$ cat src/rtl/merge_data_if.sv
// Byte-in / sample-out bundle for merge_data.
// The slave modport is the reassembler; the master modport is the UART receiver side.
interface merge_data_if #(
  parameter int WIDTH = 16
);
  logic                    rx_valid_i;
  logic [7:0]              rx_data_i;
  logic                    rx_err_i;
  logic signed [WIDTH-1:0] sample_o;
  logic                    sample_valid_o;
  logic                    frame_err_o;
  logic                    busy_o;

  modport master (
    output rx_valid_i, rx_data_i, rx_err_i,
    input  sample_o, sample_valid_o, frame_err_o, busy_o
  );

  modport slave (
    input  rx_valid_i, rx_data_i, rx_err_i,
    output sample_o, sample_valid_o, frame_err_o, busy_o
  );
endinterface

$ cat src/rtl/merge_data.sv
// Reassembles BYTES-byte UART frames (first byte most significant) into signed WIDTH-bit samples.
// Optional MERGE_PAD_CHECK_EN: frames whose pad bytes are non-zero are dropped as framing errors.
module merge_data #(
  parameter int WIDTH       = 16,
  parameter int BYTES       = 4,
  parameter int TIMEOUT_CYC = 20000
) (
  input logic         clk,
  input logic         rst,
  merge_data_if.slave bus
);
  localparam int SHIFT_BITS = 8 * BYTES;
  localparam int CNT_BITS   = (BYTES > 1) ? $clog2(BYTES) : 1;
  localparam int TMR_BITS   = $clog2(TIMEOUT_CYC);

  localparam logic [CNT_BITS-1:0] LAST_BYTE = CNT_BITS'(BYTES - 1);
  localparam logic [TMR_BITS-1:0] TMR_LAST  = TMR_BITS'(TIMEOUT_CYC - 1);

  logic [SHIFT_BITS-1:0]   r_shift;
  logic [CNT_BITS-1:0]     r_byte_cnt;
  logic [TMR_BITS-1:0]     r_timer;
  logic signed [WIDTH-1:0] r_sample;
  logic                    r_sample_valid;
  logic                    r_frame_err;

  logic [SHIFT_BITS-1:0]   w_next;
  logic                    w_busy;
  logic                    w_drop;

  // Shift register contents as they will be once the current byte is taken.
  generate
    if (BYTES > 1) begin : g_shift
      assign w_next = {r_shift[SHIFT_BITS-9:0], bus.rx_data_i};
    end else begin : g_single
      assign w_next = bus.rx_data_i;
    end
  endgenerate

`ifdef MERGE_PAD_CHECK_EN
  generate
    if (SHIFT_BITS > WIDTH) begin : g_pad
      assign w_drop = |w_next[SHIFT_BITS-1:WIDTH];
    end else begin : g_nopad
      assign w_drop = 1'b0;
    end
  endgenerate
`else
  assign w_drop = 1'b0;
`endif

  assign w_busy = (r_byte_cnt != '0);

  // Priority: rx error, then byte accept, then mid-frame idle timeout.
  always_ff @(posedge clk) begin
    if (rst) begin
      r_shift        <= '0;
      r_byte_cnt     <= '0;
      r_timer        <= '0;
      r_sample       <= '0;
      r_sample_valid <= 1'b0;
      r_frame_err    <= 1'b0;
    end else begin
      r_sample_valid <= 1'b0;
      r_frame_err    <= 1'b0;
      if (bus.rx_err_i) begin
        r_byte_cnt  <= '0;
        r_timer     <= '0;
        r_frame_err <= w_busy;
      end else if (bus.rx_valid_i) begin
        r_shift <= w_next;
        r_timer <= '0;
        if (r_byte_cnt == LAST_BYTE) begin
          r_byte_cnt <= '0;
          if (w_drop) begin
            r_frame_err <= 1'b1;
          end else begin
            r_sample       <= w_next[WIDTH-1:0];
            r_sample_valid <= 1'b1;
          end
        end else begin
          r_byte_cnt <= r_byte_cnt + CNT_BITS'(1);
        end
      end else if (w_busy) begin
        if (r_timer == TMR_LAST) begin
          r_byte_cnt  <= '0;
          r_timer     <= '0;
          r_frame_err <= 1'b1;
        end else begin
          r_timer <= r_timer + TMR_BITS'(1);
        end
      end else begin
        r_timer <= '0;
      end
    end
  end

  assign bus.sample_o       = r_sample;
  assign bus.sample_valid_o = r_sample_valid;
  assign bus.frame_err_o    = r_frame_err;
  assign bus.busy_o         = w_busy;
endmodule

$ cat src/flat_wrapper.sv
// flat-port wrapper written by rule: the top's interface ports become plain ports
module merge_data_flat 
#(
  parameter int WIDTH       = 16,
  parameter int BYTES       = 4,
  parameter int TIMEOUT_CYC = 20000
)
  (clk, rst, bus_rx_valid_i, bus_rx_data_i, bus_rx_err_i, bus_sample_o, bus_sample_valid_o, bus_frame_err_o, bus_busy_o);
  merge_data_if #(.WIDTH(WIDTH)) bus_i ();
  input logic clk;
  input logic rst;
  input wire logic [$bits(bus_i.rx_valid_i)-1:0] bus_rx_valid_i;
  input wire logic [$bits(bus_i.rx_data_i)-1:0] bus_rx_data_i;
  input wire logic [$bits(bus_i.rx_err_i)-1:0] bus_rx_err_i;
  output wire logic [$bits(bus_i.sample_o)-1:0] bus_sample_o;
  output wire logic [$bits(bus_i.sample_valid_o)-1:0] bus_sample_valid_o;
  output wire logic [$bits(bus_i.frame_err_o)-1:0] bus_frame_err_o;
  output wire logic [$bits(bus_i.busy_o)-1:0] bus_busy_o;
  assign bus_i.rx_valid_i = bus_rx_valid_i;
  assign bus_i.rx_data_i = bus_rx_data_i;
  assign bus_i.rx_err_i = bus_rx_err_i;
  assign bus_sample_o = bus_i.sample_o;
  assign bus_sample_valid_o = bus_i.sample_valid_o;
  assign bus_frame_err_o = bus_i.frame_err_o;
  assign bus_busy_o = bus_i.busy_o;
  merge_data #(.WIDTH(WIDTH), .BYTES(BYTES), .TIMEOUT_CYC(TIMEOUT_CYC)) u_core (.clk(clk), .rst(rst), .bus(bus_i));
endmodule
$ cat config.mk
export PLATFORM = sky130hd
export DESIGN_NAME = merge_data_flat
export DESIGN_NICKNAME = d
export VERILOG_FILES = /design/src/rtl/merge_data_if.sv /design/src/rtl/merge_data.sv /design/src/flat_wrapper.sv
export SDC_FILE = /design/constraint.sdc
export NUM_CORES = 1
export LEC_CHECK = 0
export ABC_CLOCK_PERIOD_IN_PS = 2600
export BUFFER_PORTS_ARGS = -buffer_cell sky130_fd_sc_hd__buf_2
export CAP_MARGIN = 20
export CORE_MARGIN = 2
export CORE_UTILIZATION = 35
export DETAILED_ROUTE_END_ITERATION = 7
export SYNTH_ARGS = -nofsm -noshare
export SYNTH_HDL_FRONTEND = slang
export SYNTH_SLANG_ARGS = --single-unit
$ cat constraint.sdc
create_clock -name clk -period 2.6 [get_ports clk]
set_input_delay 0.52 -clock clk [delete_from_list [all_inputs] [get_ports clk]]
set_output_delay 0.52 -clock clk [all_outputs]
set_load 0.1 [all_outputs]
==> Word level (Yosys, flattened, before mapping) <==
Cells that the tools add are included.
{ "op_classes": {"n_reduce_logical": 9, "div": 0, "n_lt_le_gt_ge": 0, "mux": 9, "add_sub_neg": 2, "n_mul": 0, "eq_ne": 2, "bitwise_logic": 3, "n_shift": 0} }
{ "ops": {"columns": ["cell", "count"], "rows": [
  ["adder 15 x 1 -> 15 bit, second input constant", 1],
  ["== test 15 bit, second input constant", 1],
  ["2-to-1 mux 2 bit", 4],
  ["nonzero test 2 bit", 3],
  ["2-to-1 mux 1 bit", 5],
  ["OR reduction 5 bit", 1],
  ["AND reduction 2 bit", 2],
  ["inverter 1 bit", 3],
  ["AND reduction 3 bit", 1],
  ["OR reduction 3 bit", 1],
  ["adder 2 x 1 -> 2 bit, second input constant", 1],
  ["== test 2 bit, second input constant", 1],
  ["OR reduction 2 bit", 1]
]} }
{ "totals": {"ff_bits": 43, "output_inout_bits": 19, "ramBits": 0, "input_bits": 12, "elab_cells": 31, "latch_bits": 0, "mem_count": 0, "rom_bits": 0} }

==> Longest topological paths before layout <==
Gate-level depths: netlist (run 1).
{ "logic_depth": {"depth_word": 5, "ltp_mapped": 7} }

==> Worst setup path before layout (run 1) <==
No wires, ideal clock.
{ "synth_timing": {"kind": "input to register", "start": "input rst", "end": "register u_core.r_timer[11]", "n_path_buf": 3, "required_ns": 2.536, "arrival_ns": 1.767, "stages": 6, "path_slack_ns": 0.769, "cell_sequence": "clkbuf_8 > or2_2 > or4_1 > buf_6 > buf_8 > nor2_1"} }
{ "synth_between": {"elab_chain_cells": 1} }
{ "synth_lines": {"columns": ["element", "line_no", "text"], "rows": [
  ["start, declared", "flat_wrapper.sv:11", "input logic rst;"],
  ["OR reduction 5 bit (no line)", null, null],
  ["end signal, assigned", "merge_data.sv:89", "r_timer <= r_timer + TMR_BITS'(1);"],
  ["end, declared", "merge_data.sv:21", "logic [TMR_BITS-1:0] r_timer;"]
]} }
Every way passes these cells.
A chain may end at the register's enable or synchronous reset.

==> Worst setup path in the final report (run 1) <==
{ "layout_timing": {"start": "register u_core.r_timer[5]", "end": "register u_core.r_timer[7]"} }
{ "layout_between": {"elab_chain_cells": 2} }
{ "layout_lines": {"columns": ["element"], "rows": [
  ["branches (longest 2 deep; another with adder 15 x 1 -> 15 bit)"]
]} }
Several ways; the timed one is not identified.

==> metrics.csv, run 1 <==
metric;value;unit
critPathCaptureType;flip-flop;
synth_edf_count;0;
first_pass_iters;6;
viasPerCell;4.691;
post_synth_num_cell_types;30;
grt_busiest_layer;met2;
cts_setup_buffers;0;
slew_viol_final;0;
avgSynthCellArea;8.390;µm²
globalplace.congestion;0.7851;
fillerInstances;490;
grtUsageMet1;0.1719;
ys_top_cells_by_area;dfxtp_1, nand2_1, a21oi_1;
numClockSinks;43;
grt_max_degree;27;
worstPathMaxFanout;15;
syn_area;1712;µm²
worstRegToRegCells;4;
drc;0;
num_vias;1412;
port_buffers;30;
clock_path_buffers;2;
final_nets;248;
hold_violations;0;
synth-async-reset-ratio;0;
initial_core_util;0.3624;
ys_seq_area_frac;0.5029;
worstSetupEndpoint;u_core.r_timer[7];
r2r_start;u_core.r_timer[5];
dp_hpwl;2.294;mm
cp.required;2.76;ns
worstSkewPairLatency;0.29;ns
syn_to_final_growth;17.11;%
r2r-end;u_core.r_timer[7];
grt_overflow;0;
finClkSkew;0.007380;ns
period_needed;1.976;ns
grtUsageMet2;0.1944;
netlist_instances;204;
drive_gt1_frac;0.1838;
grt_pass1_wl;5.430;mm
mostFrequentLayoutCells;nand2_1, dfxtp_1, buf_2;
p_per_area;616.0;nW/µm²
critPathLaunchType;flip-flop;
grt_pass1_vias;1221;
ir_worst_vdd;0.2722;mV
ys.flop_type;dfxtp_1;
root_buffer;clkbuf_8;
ys_warn_count;0;
antenna_found_initial;0;
worstSetupStartpoint;u_core.r_timer[5];
setup_violations;0;
status;finished, final reports clean;
slew_headroom;0.6108;
ant_nets;0;
post-route-util;0.4244;
grtUsageTotal;0.1275;
rows;25;
cts_tree;built;
cts.clk_slew.worst_paths;0.09;ns
ios;31;
mostFrequentLayoutCell;nand2_1;
rrSetupSlack;0.62;ns
dieArea;5466;µm²
worst_pin_slew;0.5824;ns
fmax;0.5062;GHz
htreeDepth;2;
hp-class;flip-flop to flip-flop;
n_antenna_cell;0;
cts-buffers-inserted;5;
leakage;0.0007275;µW
cp.arrival;2.14;ns
critPathKind;flip-flop to flip-flop;
ctsResizeCount;0;
tns;0;ns
drv_cap;0;
finalCritPeriodShare;0.7598;
core;4723;µm²
synth_area_leader_cell;dfxtp_1;
die_x;73.93;µm
use_met3;0.03117;
cts_hold_buf;0;
drt_iter0_drc;49;
rsz0062_at_grt;false;
avgRoutedWirePerCell;10.89;µm
synth_top_area_frac;0.5029;
synth_nets;219;
dieHeight;73.93;µm
routed_wirelength;3.279;mm
synth_seq_cells;43;
==> how the worst min path moves through the flow <==
| stage | depth (start not counted) | slack (ns) | to | startpoint |
|---|---|---|---|---|
| 3_3_place_gp | 2 | 0.44 | u_core.bus.sample_o[2] | u_core.bus.sample_o[2] |
| 4_1_cts | 2 | 0.45 | u_core.bus.sample_o[14] | u_core.r_shift[6] |
| 5_1_grt | 2 | 0.47 | u_core.bus.sample_o[12] | u_core.r_shift[4] |
| 6_report | 2 | 0.45 | u_core.bus.sample_o[14] | u_core.r_shift[6] |
| 2_1_floorplan | 2 | 0.43 | u_core.bus.sample_o[10] | u_core.r_shift[2] |
| 3_5_place_dp | 2 | 0.44 | u_core.bus.sample_o[0] | u_core.bus.sample_o[0] |
==> per-layer routing <==
| metal | vias to the layer above | wire, µm |
|---|---|---|
| met3 | 7 | 137 |
| met4 | 0 | 59 |
| met5 | - | 0 |
| met1 | 636 | 1600 |
| met2 | 34 | 1482 |
| li1 | 735 | - |
==> cells by family (layout without fill, tap and decap cells) <==
group,Yosys count,in the layout,synth area share
xor+xnor,13,13,0.06652
compound gates,27,27,0.08187
buf+inv,16,46,0.05336
fa+ha+maj,3,3,0.02193
simple gates,102,102,0.2734
flops,43,43,0.5029
==> report_power, final <==
part           internal (µW)  switching (µW)
Clock                    286             226
Sequential               665            3.75
Combinational           16.9            37.0
==> registers in the layout (all words and copies together) (netlist names) <==
signal                     flops
u_core.r_timer                15
u_core.bus.frame_err_o         1
u_core.bus.sample_o           16
u_core.r_shift                 8
u_core.r_byte_cnt              2
u_core.bus.sample_valid_o      1
==> cell usage after synthesis (2+ instances only) <==
library cell	instances
dfxtp_1	43
xnor2_1	9
nand3_1	5
or4_1	2
nand2_1	55
nor4_1	4
xor2_1	4
clkbuf_1	5
inv_1	6
nor2_1	19
nand4_1	4
buf_2	2
a21oi_1	25
nor3_1	3
ha_1	3
==> final cells by class <==
| cell class | count | area [µm²] | share of cell area |
|---|---|---|---|
| clock inverters | 3 | 43.79 | 0.02185 |
| multi-input cells | 145 | 759.5 | 0.3789 |
| well taps | 67 | 83.83 | 0.04182 |
| clock buffers | 5 | 68.82 | 0.03433 |
| repair buffers | 32 | 165.2 | 0.08240 |
| flip-flops and latches | 43 | 860.8 | 0.4295 |
| inverters | 6 | 22.52 | 0.01124 |
==> worst max-delay path, cell delays in order (launching register included) <==
cell and delay [ns]:
dfxtp_1 0.38, or4b_4 0.57, nor4_2 0.33, or4_1 0.47, nor2_1 0.10
==> through the flow <==
step	hold slack [ns]	worst slack (ns)	instance area, µm²	instances	power (µW)
floorplan	0.4322	0.7691	1712	204	720.5
global placement	0.4383	0.6382	1892	293	738.6
detailed placement	0.4437	0.6123	1892	293	738.7
CTS	0.4534	0.6218	2004	301	1254
global route	0.4719	0.3848	2004	301	1284
finish	0.4481	0.6245	2004	301	1235
No activity file was read; power rests on OpenSTA's default activity.
==> inputs of run 2 (changes only) <==
--- a/config.mk
+++ b/config.mk
@@ -5,7 +5,7 @@
 export SDC_FILE = /design/constraint.sdc
 export NUM_CORES = 1
 export LEC_CHECK = 0
-export ABC_CLOCK_PERIOD_IN_PS = 2600
+export ABC_CLOCK_PERIOD_IN_PS = 1600
 export BUFFER_PORTS_ARGS = -buffer_cell sky130_fd_sc_hd__buf_2
 export CAP_MARGIN = 20
 export CORE_MARGIN = 2
==> constraint.sdc (replaced) <==
create_clock -name clk -period 1.6 [get_ports clk]
set_input_delay 0.32 -clock clk [delete_from_list [all_inputs] [get_ports clk]]
set_output_delay 0.32 -clock clk [all_outputs]
set_load 0.1 [all_outputs]
==> run 2 against run 1 <==
The run now ends with negative setup slack left. Clock skew is 0.0060 ns higher. Power is 54% higher. Count of clock-buffer cells in the layout unchanged. Register-to-register slack got worse by 0.65 ns. Worst setup slack worse by 0.65 ns. Sequential power is 63% higher. Cell count increased by 7.6%. Via count is 5.5% higher. Flip-flop and latch count is the same. Core utilization grew 5.2 points. Clock power is 39% higher. Fmax increased by 21%.
==> metrics.csv, run 2 (same netlist as run 1, synthesis figures left out) <==
metric;value;unit;change
dieArea;5466;µm²;unchanged
worstSkewPairLatency;0.30;ns;was 0.29 ns
final_nets;271;;was 248
hp-class;primary input to flip-flop;;was flip-flop to flip-flop
globalplace.congestion;0.7489;;was 0.7851
slew_viol_final;0;;unchanged
cp_top_family;simple AND/OR/NAND/NOR gates;;unchanged
rrSetupSlack;-0.03;ns;was 0.62 ns
hp-start;bus_rx_data_i[3];;was u_core.r_shift[6]
clock_path_buffers;2;;unchanged
mostFrequentLayoutCells;nand2_1, dfxtp_1, buf_2;;unchanged
routed_wirelength;3.396;mm;was 3.279 mm
place_inst;314;;was 293
rsz0062_at_grt;true;;was false
setup_slack;-0.03022;ns;was 0.6245 ns
critPathKind;flip-flop to flip-flop;;unchanged
initial_core_util;0.3624;;unchanged
hold_depth;3;;was 2
numClockSinks;43;;unchanged
finalCritPeriodShare;1.019;;was 0.7598
antenna_found_initial;0;;unchanged
viasPerCell;4.599;;was 4.691
final_area;2248;µm²;was 2004 µm²
rows;25;;unchanged
grt_pass1_vias;1293;;was 1221
holdPathEnd;u_core.bus.sample_o[3];;was u_core.bus.sample_o[14]
avgRoutedWirePerCell;10.48;µm;was 10.89 µm
dieHeight;73.93;µm;unchanged
drv_cap;0;;unchanged
ant_nets;0;;unchanged
finClkSkew;0.01333;ns;was 0.007380 ns
ios;31;;unchanged
fmax;0.6134;GHz;was 0.5062 GHz
leakage;0.0008609;µW;was 0.0007275 µW
die_x;73.93;µm;unchanged
period_needed;1.630;ns;was 1.976 ns
setup_violations;16;;was 0
slew_headroom;0.6760;;was 0.6108
cts_hold_buf;0;;unchanged
post-route-util;0.4760;;was 0.4244
finalPower;1904;µW;was 1235 µW
drc;0;;unchanged
ir_worst_vdd;0.3187;mV;was 0.2722 mV
grt_max_degree;27;;unchanged
mostFrequentLayoutCell;nand2_1;;unchanged
cp_slowest_cell;or4b_4;;unchanged
r2r_start;u_core.r_timer[13];;was u_core.r_timer[5]
critPathLaunchType;flip-flop;;unchanged
num_vias;1490;;was 1412
drt_iter0_drc;67;;was 49
first_pass_iters;4;;was 6
worstRegToRegCells;5;;was 4
p_per_area;846.7;nW/µm²;was 616.0 nW/µm²
core;4723;µm²;unchanged
dp_hpwl;2.444;mm;was 2.294 mm
grt_overflow;0;;unchanged
grtUsageTotal;0.1331;;was 0.1275
largest_reg_flops;16;;unchanged
worst_pin_slew;0.4894;ns;was 0.5824 ns
grt_pass1_wl;5.637;mm;was 5.430 mm
cts-buffers-inserted;5;;unchanged
cts_tree;built;;unchanged
critPathCaptureType;flip-flop;;unchanged
r2r-end;u_core.r_timer[4];;was u_core.r_timer[7]
worstPathMaxFanout;15;;unchanged
syn_to_final_growth;31.36;%;was 17.11%
htreeDepth;2;;unchanged
status;finished with violations;;was finished, final reports clean
drive_gt1_frac;0.3035;;was 0.1838
cp.arrival;1.82;ns;was 2.14 ns
cp_cell_sequence;or4b_4, nor4_4, or4_4, buf_12, nor2_1;;was or4b_4, nor4_2, or4_1, nor2_1
cp.required;1.79;ns;was 2.76 ns
path_buf_inv;1;;was 0
slowest_delay;0.56;ns;was 0.57 ns
final_cells;324;;was 301
port_buffers;30;;unchanged
cts.clk_slew.worst_paths;0.10;ns;was 0.09 ns
hold_violations;0;;unchanged
placed_area;2118;µm²;was 1892 µm²
tns;-0.3657;ns;was 0 ns
root_buffer;clkbuf_8;;unchanged
violations;negative setup slack;;
n_antenna_cell;0;;unchanged
## run 2: changes by cell type in the layout (fill, tap and decap cells not counted), sizes merged
cell      delta
buf         +23
clkinv       -2
clkinvlp     +2
bufinv       -1
inv          +1
## run 2: final cells by class
class	instances	area [µm²]
Clock inverter	3	23.77
Timing Repair Buffer	55	381.6
Tap cell	67	83.83
Clock buffer	5	68.82
Inverter	6	25.02
Fill cell	467	2475
Multi-Input combinational cell	145	797.0
Sequential cell	43	868.3
## run 2: worst max-delay path by stage
stage                         endpoint  slack, ns  depth (start not counted)                from
detailed placement  u_core.r_timer[14]      -0.04                          5  u_core.r_timer[12]
global route         u_core.r_timer[2]      -0.08                          5  u_core.r_timer[13]
global placement    u_core.r_timer[14]     -0.002                          5  u_core.r_timer[12]
floorplan           u_core.r_timer[12]      -0.05                          7   u_core.r_timer[0]
finish               u_core.r_timer[4]      -0.03                          5  u_core.r_timer[13]
CTS                  u_core.r_timer[4]      -0.02                          5  u_core.r_timer[12]
## run 2: per-stage QoR
step | setup WS, ns | hold WS (ns)
final | -0.03022 | 0.2571
after global routing | -0.08105 | 0.2646
after CTS | -0.01968 | 0.2514
after detailed placement | -0.03662 | 0.4430
after global placement | -0.001707 | 0.4390
after floorplan | -0.04652 | 0.4246
## run 2: worst reg2reg max path: stages (launching register included)
cell	delay, ns
dfxtp_2	0.33
or4b_4	0.56
nor4_4	0.28
or4_4	0.18
buf_12	0.13
nor2_1	0.05
## run 2: metal layers
layer	global-route usage	share of wire	up-vias
li1	-	-	781
met1	0.1689	0.48	682
met2	0.2143	0.48	25
met3	0.04065	0.035	2
met4	0.04848	0.0050	0
met5	0	0	-
## run 2: power breakdown
| part | switching [µW] | internal [µW] | total [µW] | leakage, µW |
|---|---|---|---|---|
| combinational | 64.7 | 42.0 | 107 | 0.000470 |
| sequential | 6.13 | 1080 | 1090 | 0.000350 |
| clock | 397 | 312 | 710 | 0.0000408 |
| total | 468 | 1440 | 1900 | 0.000861 |
## run 2: what timing repair did
action	CTS	global route
pin swaps	1	3
hold endpoints to repair	0	0
setup buffers	0	2
resized for setup	4	5
endpoints found under the setup margin	16	18
==> inputs of run 3 (changes only) <==
--- a/config.mk
+++ b/config.mk
@@ -5,11 +5,12 @@
 export SDC_FILE = /design/constraint.sdc
 export NUM_CORES = 1
 export LEC_CHECK = 0
-export ABC_CLOCK_PERIOD_IN_PS = 1600
+export ABC_CLOCK_PERIOD_IN_PS = 1700
 export BUFFER_PORTS_ARGS = -buffer_cell sky130_fd_sc_hd__buf_2
 export CAP_MARGIN = 20
 export CORE_MARGIN = 2
 export CORE_UTILIZATION = 35
+export CTS_BUF_LIST = sky130_fd_sc_hd__clkbuf_2
 export DETAILED_ROUTE_END_ITERATION = 7
 export SYNTH_ARGS = -nofsm -noshare
 export SYNTH_HDL_FRONTEND = slang
==> constraint.sdc (replaced) <==
create_clock -name clk -period 1.7 [get_ports clk]
set_input_delay 0.34 -clock clk [delete_from_list [all_inputs] [get_ports clk]]
set_output_delay 0.34 -clock clk [all_outputs]
set_load 0.1 [all_outputs]
==> run 3 against run 2 <==
Highest routed layer unchanged. The run now ends clean. Die area unchanged. Flip-flop and latch count unchanged. Count of clock-buffer cells in the layout unchanged. Worst hold slack got worse by 0.14 ns. Clock skew grew 0.0081 ns. Wire length rose by 1.6%. Largest cell class unchanged. Core utilization is 2.1 points lower. Clock power down 36%. Power is 17% lower. Largest power group unchanged. Worst setup slack better by 0.076 ns. Register-to-register slack better by 0.08 ns.
==> metrics.csv, run 3 (same netlist as run 1, synthesis figures left out) <==
metric;value;unit;change
drc;0;;unchanged
cp_slowest_cell;or4b_4;;unchanged
antenna_found_initial;0;;unchanged
grt_max_degree;27;;unchanged
numClockSinks;43;;unchanged
cts_tree;built;;unchanged
critPathKind;flip-flop to flip-flop;;unchanged
place_inst;305;;was 314
place_ws;0.05472;ns;was -0.03662 ns
clock_path_buffers;2;;unchanged
num_vias;1442;;was 1490
p_switching;410.8;µW;was 468.2 µW
cp.required;2.02;ns;was 1.79 ns
ant_nets;0;;unchanged
htreeDepth;2;;unchanged
setup_violations;0;;was 16
dieHeight;73.93;µm;unchanged
die_x;73.93;µm;unchanged
hold_violations;0;;unchanged
path_buf_inv;1;;unchanged
pwr-share-seq;0.652;;was 0.571
initial_core_util;0.3624;;unchanged
avgRoutedWirePerCell;10.85;µm;was 10.48 µm
first_pass_iters;4;;unchanged
dp_hpwl;2.389;mm;was 2.444 mm
leakage;0.0008098;µW;was 0.0008609 µW
grt_overflow;0;;unchanged
core;4723;µm²;unchanged
worstSkewPairLatency;0.42;ns;was 0.30 ns
mostFrequentLayoutCells;nand2_1, dfxtp_1, buf_2;;unchanged
syn_to_final_growth;25.66;%;was 31.36%
final_nets;265;;was 271
drive_gt1_frac;0.3108;;was 0.3035
root_buffer;clkbuf_2;;was clkbuf_8
cp_cell_sequence;or4b_4, nor4_4, or4_4, buf_6, nor2_1;;was or4b_4, nor4_4, or4_4, buf_12, nor2_1
viasPerCell;4.535;;was 4.599
critPathLaunchType;flip-flop;;unchanged
ir_worst_vdd;0.2803;mV;was 0.3187 mV
finalCritPeriodShare;0.9732;;was 1.019
cp.arrival;1.97;ns;was 1.82 ns
ios;31;;unchanged
finClkSkew;0.02139;ns;was 0.01333 ns
slowest_delay;0.55;ns;was 0.56 ns
rsz0062_at_grt;true;;unchanged
p_per_area;731.9;nW/µm²;was 846.7 nW/µm²
grt_pass1_vias;1288;;was 1293
sw_frac_of_total;0.2610;;was 0.2459
status;finished, final reports clean;;was finished with violations
combPwrFrac;0.061;;was 0.056
slew_headroom;0.6745;;was 0.6760
internal_power;1163;µW;was 1436 µW
largest_reg_flops;16;;unchanged
critPathCaptureType;flip-flop;;unchanged
final_cells;318;;was 324
hp-class;primary input to flip-flop;;unchanged
setup_slack;0.04563;ns;was -0.03022 ns
slew_viol_final;0;;unchanged
globalplace.congestion;0.7861;;was 0.7489
drv_cap;0;;unchanged
drt_iter0_drc;102;;was 67
dieArea;5466;µm²;unchanged
worstPathMaxFanout;8;;was 15
n_antenna_cell;0;;unchanged
fin_hold_ws;0.1216;ns;was 0.2571 ns
tns;0;ns;was -0.3657 ns
pwr-share-clk;0.286;;was 0.373
grtUsageTotal;0.1328;;was 0.1331
grt_pass1_wl;5.589;mm;was 5.637 mm
cts.clk_slew.worst_paths;0.25;ns;was 0.10 ns
fmax;0.6045;GHz;was 0.6134 GHz
worst_pin_slew;0.4917;ns;was 0.4894 ns
routed_wirelength;3.451;mm;was 3.396 mm
period_needed;1.654;ns;was 1.630 ns
cp_top_family;simple AND/OR/NAND/NOR gates;;unchanged
mostFrequentLayoutCell;nand2_1;;unchanged
rows;25;;unchanged
port_buffers;30;;unchanged
cts_hold_buf;0;;unchanged
cts-buffers-inserted;5;;unchanged
-- run 3: cell count changes in the layout (fill, tap and decap cells not counted), moves of 2 or more --
cell	change
clkbuf_2	+5
clkbuf_8	-5
nor2_2	+7
buf_4	-5
nor2_1	-7
buf_12	-2
-- run 3: power by group through the flow --
stage,combinational (µW),clock [µW],sequential [µW]
3_5_place_dp,89.6,0,1050
5_1_grt,108,516,1030
2_1_floorplan,51.1,0,1050
6_report,96.8,451,1030
4_1_cts,92.4,475,1030
3_3_place_gp,90.0,0,1050
-- run 3: per-stage QoR --
step	cell area, µm²	power (µW)	utilization
floorplan	1712	1102	-
global placement	1997	1136	0.4228
detailed placement	1997	1136	0.4228
CTS	2056	1595	0.4352
global route	2151	1653	0.4554
finish	2151	1574	0.4554
-- run 3: worst min-delay path: stages --
cell and delay, ns:
buf_2 0.10, nand2_1 0.05, a21oi_1 0.05
-- run 3: routing by layer --
metal	vias to the layer above	GRT usage	part of all wire	routed length, µm
met4	0	0.06061	0.018	63
li1	767	-	-	-
met1	645	0.1679	0.48	1654
met2	24	0.2103	0.46	1583
met3	6	0.03794	0.043	149
met5	-	0	0	0
-- run 3: area by class of cell --
| type | instances | area (µm²) |
|---|---|---|
| clock buffer | 5 | 25.02 |
| sequential | 43 | 868.3 |
| clock inverter | 3 | 23.77 |
| timing repair buffer | 49 | 315.3 |
| fill | 466 | 2572 |
| inverter | 6 | 22.52 |
| multi-input combinational | 145 | 812.0 |
| tap | 67 | 83.83 |
-- run 3: timing repair --
item / 4_1_cts / 5_1_grt
cloned: 0 / 0
resized for setup: 3 / 19
buffers inserted: 1 / 4
pin swaps: 0 / 3
setup endpoints to repair: 1 / 16
-- run 3: worst paths after layout --
check / startpoint / endpoint / slack [ns] / depth (start not counted)
max: u_core.r_timer[7] / u_core.r_timer[4] / 0.05 / 5
min: bus_rx_data_i[2] / u_core.bus.sample_o[2] / 0.12 / 3
max reg2reg: u_core.r_timer[7] / u_core.r_timer[4] / 0.05 / 5
min reg2reg: u_core.r_shift[6] / u_core.bus.sample_o[14] / 0.47 / 2
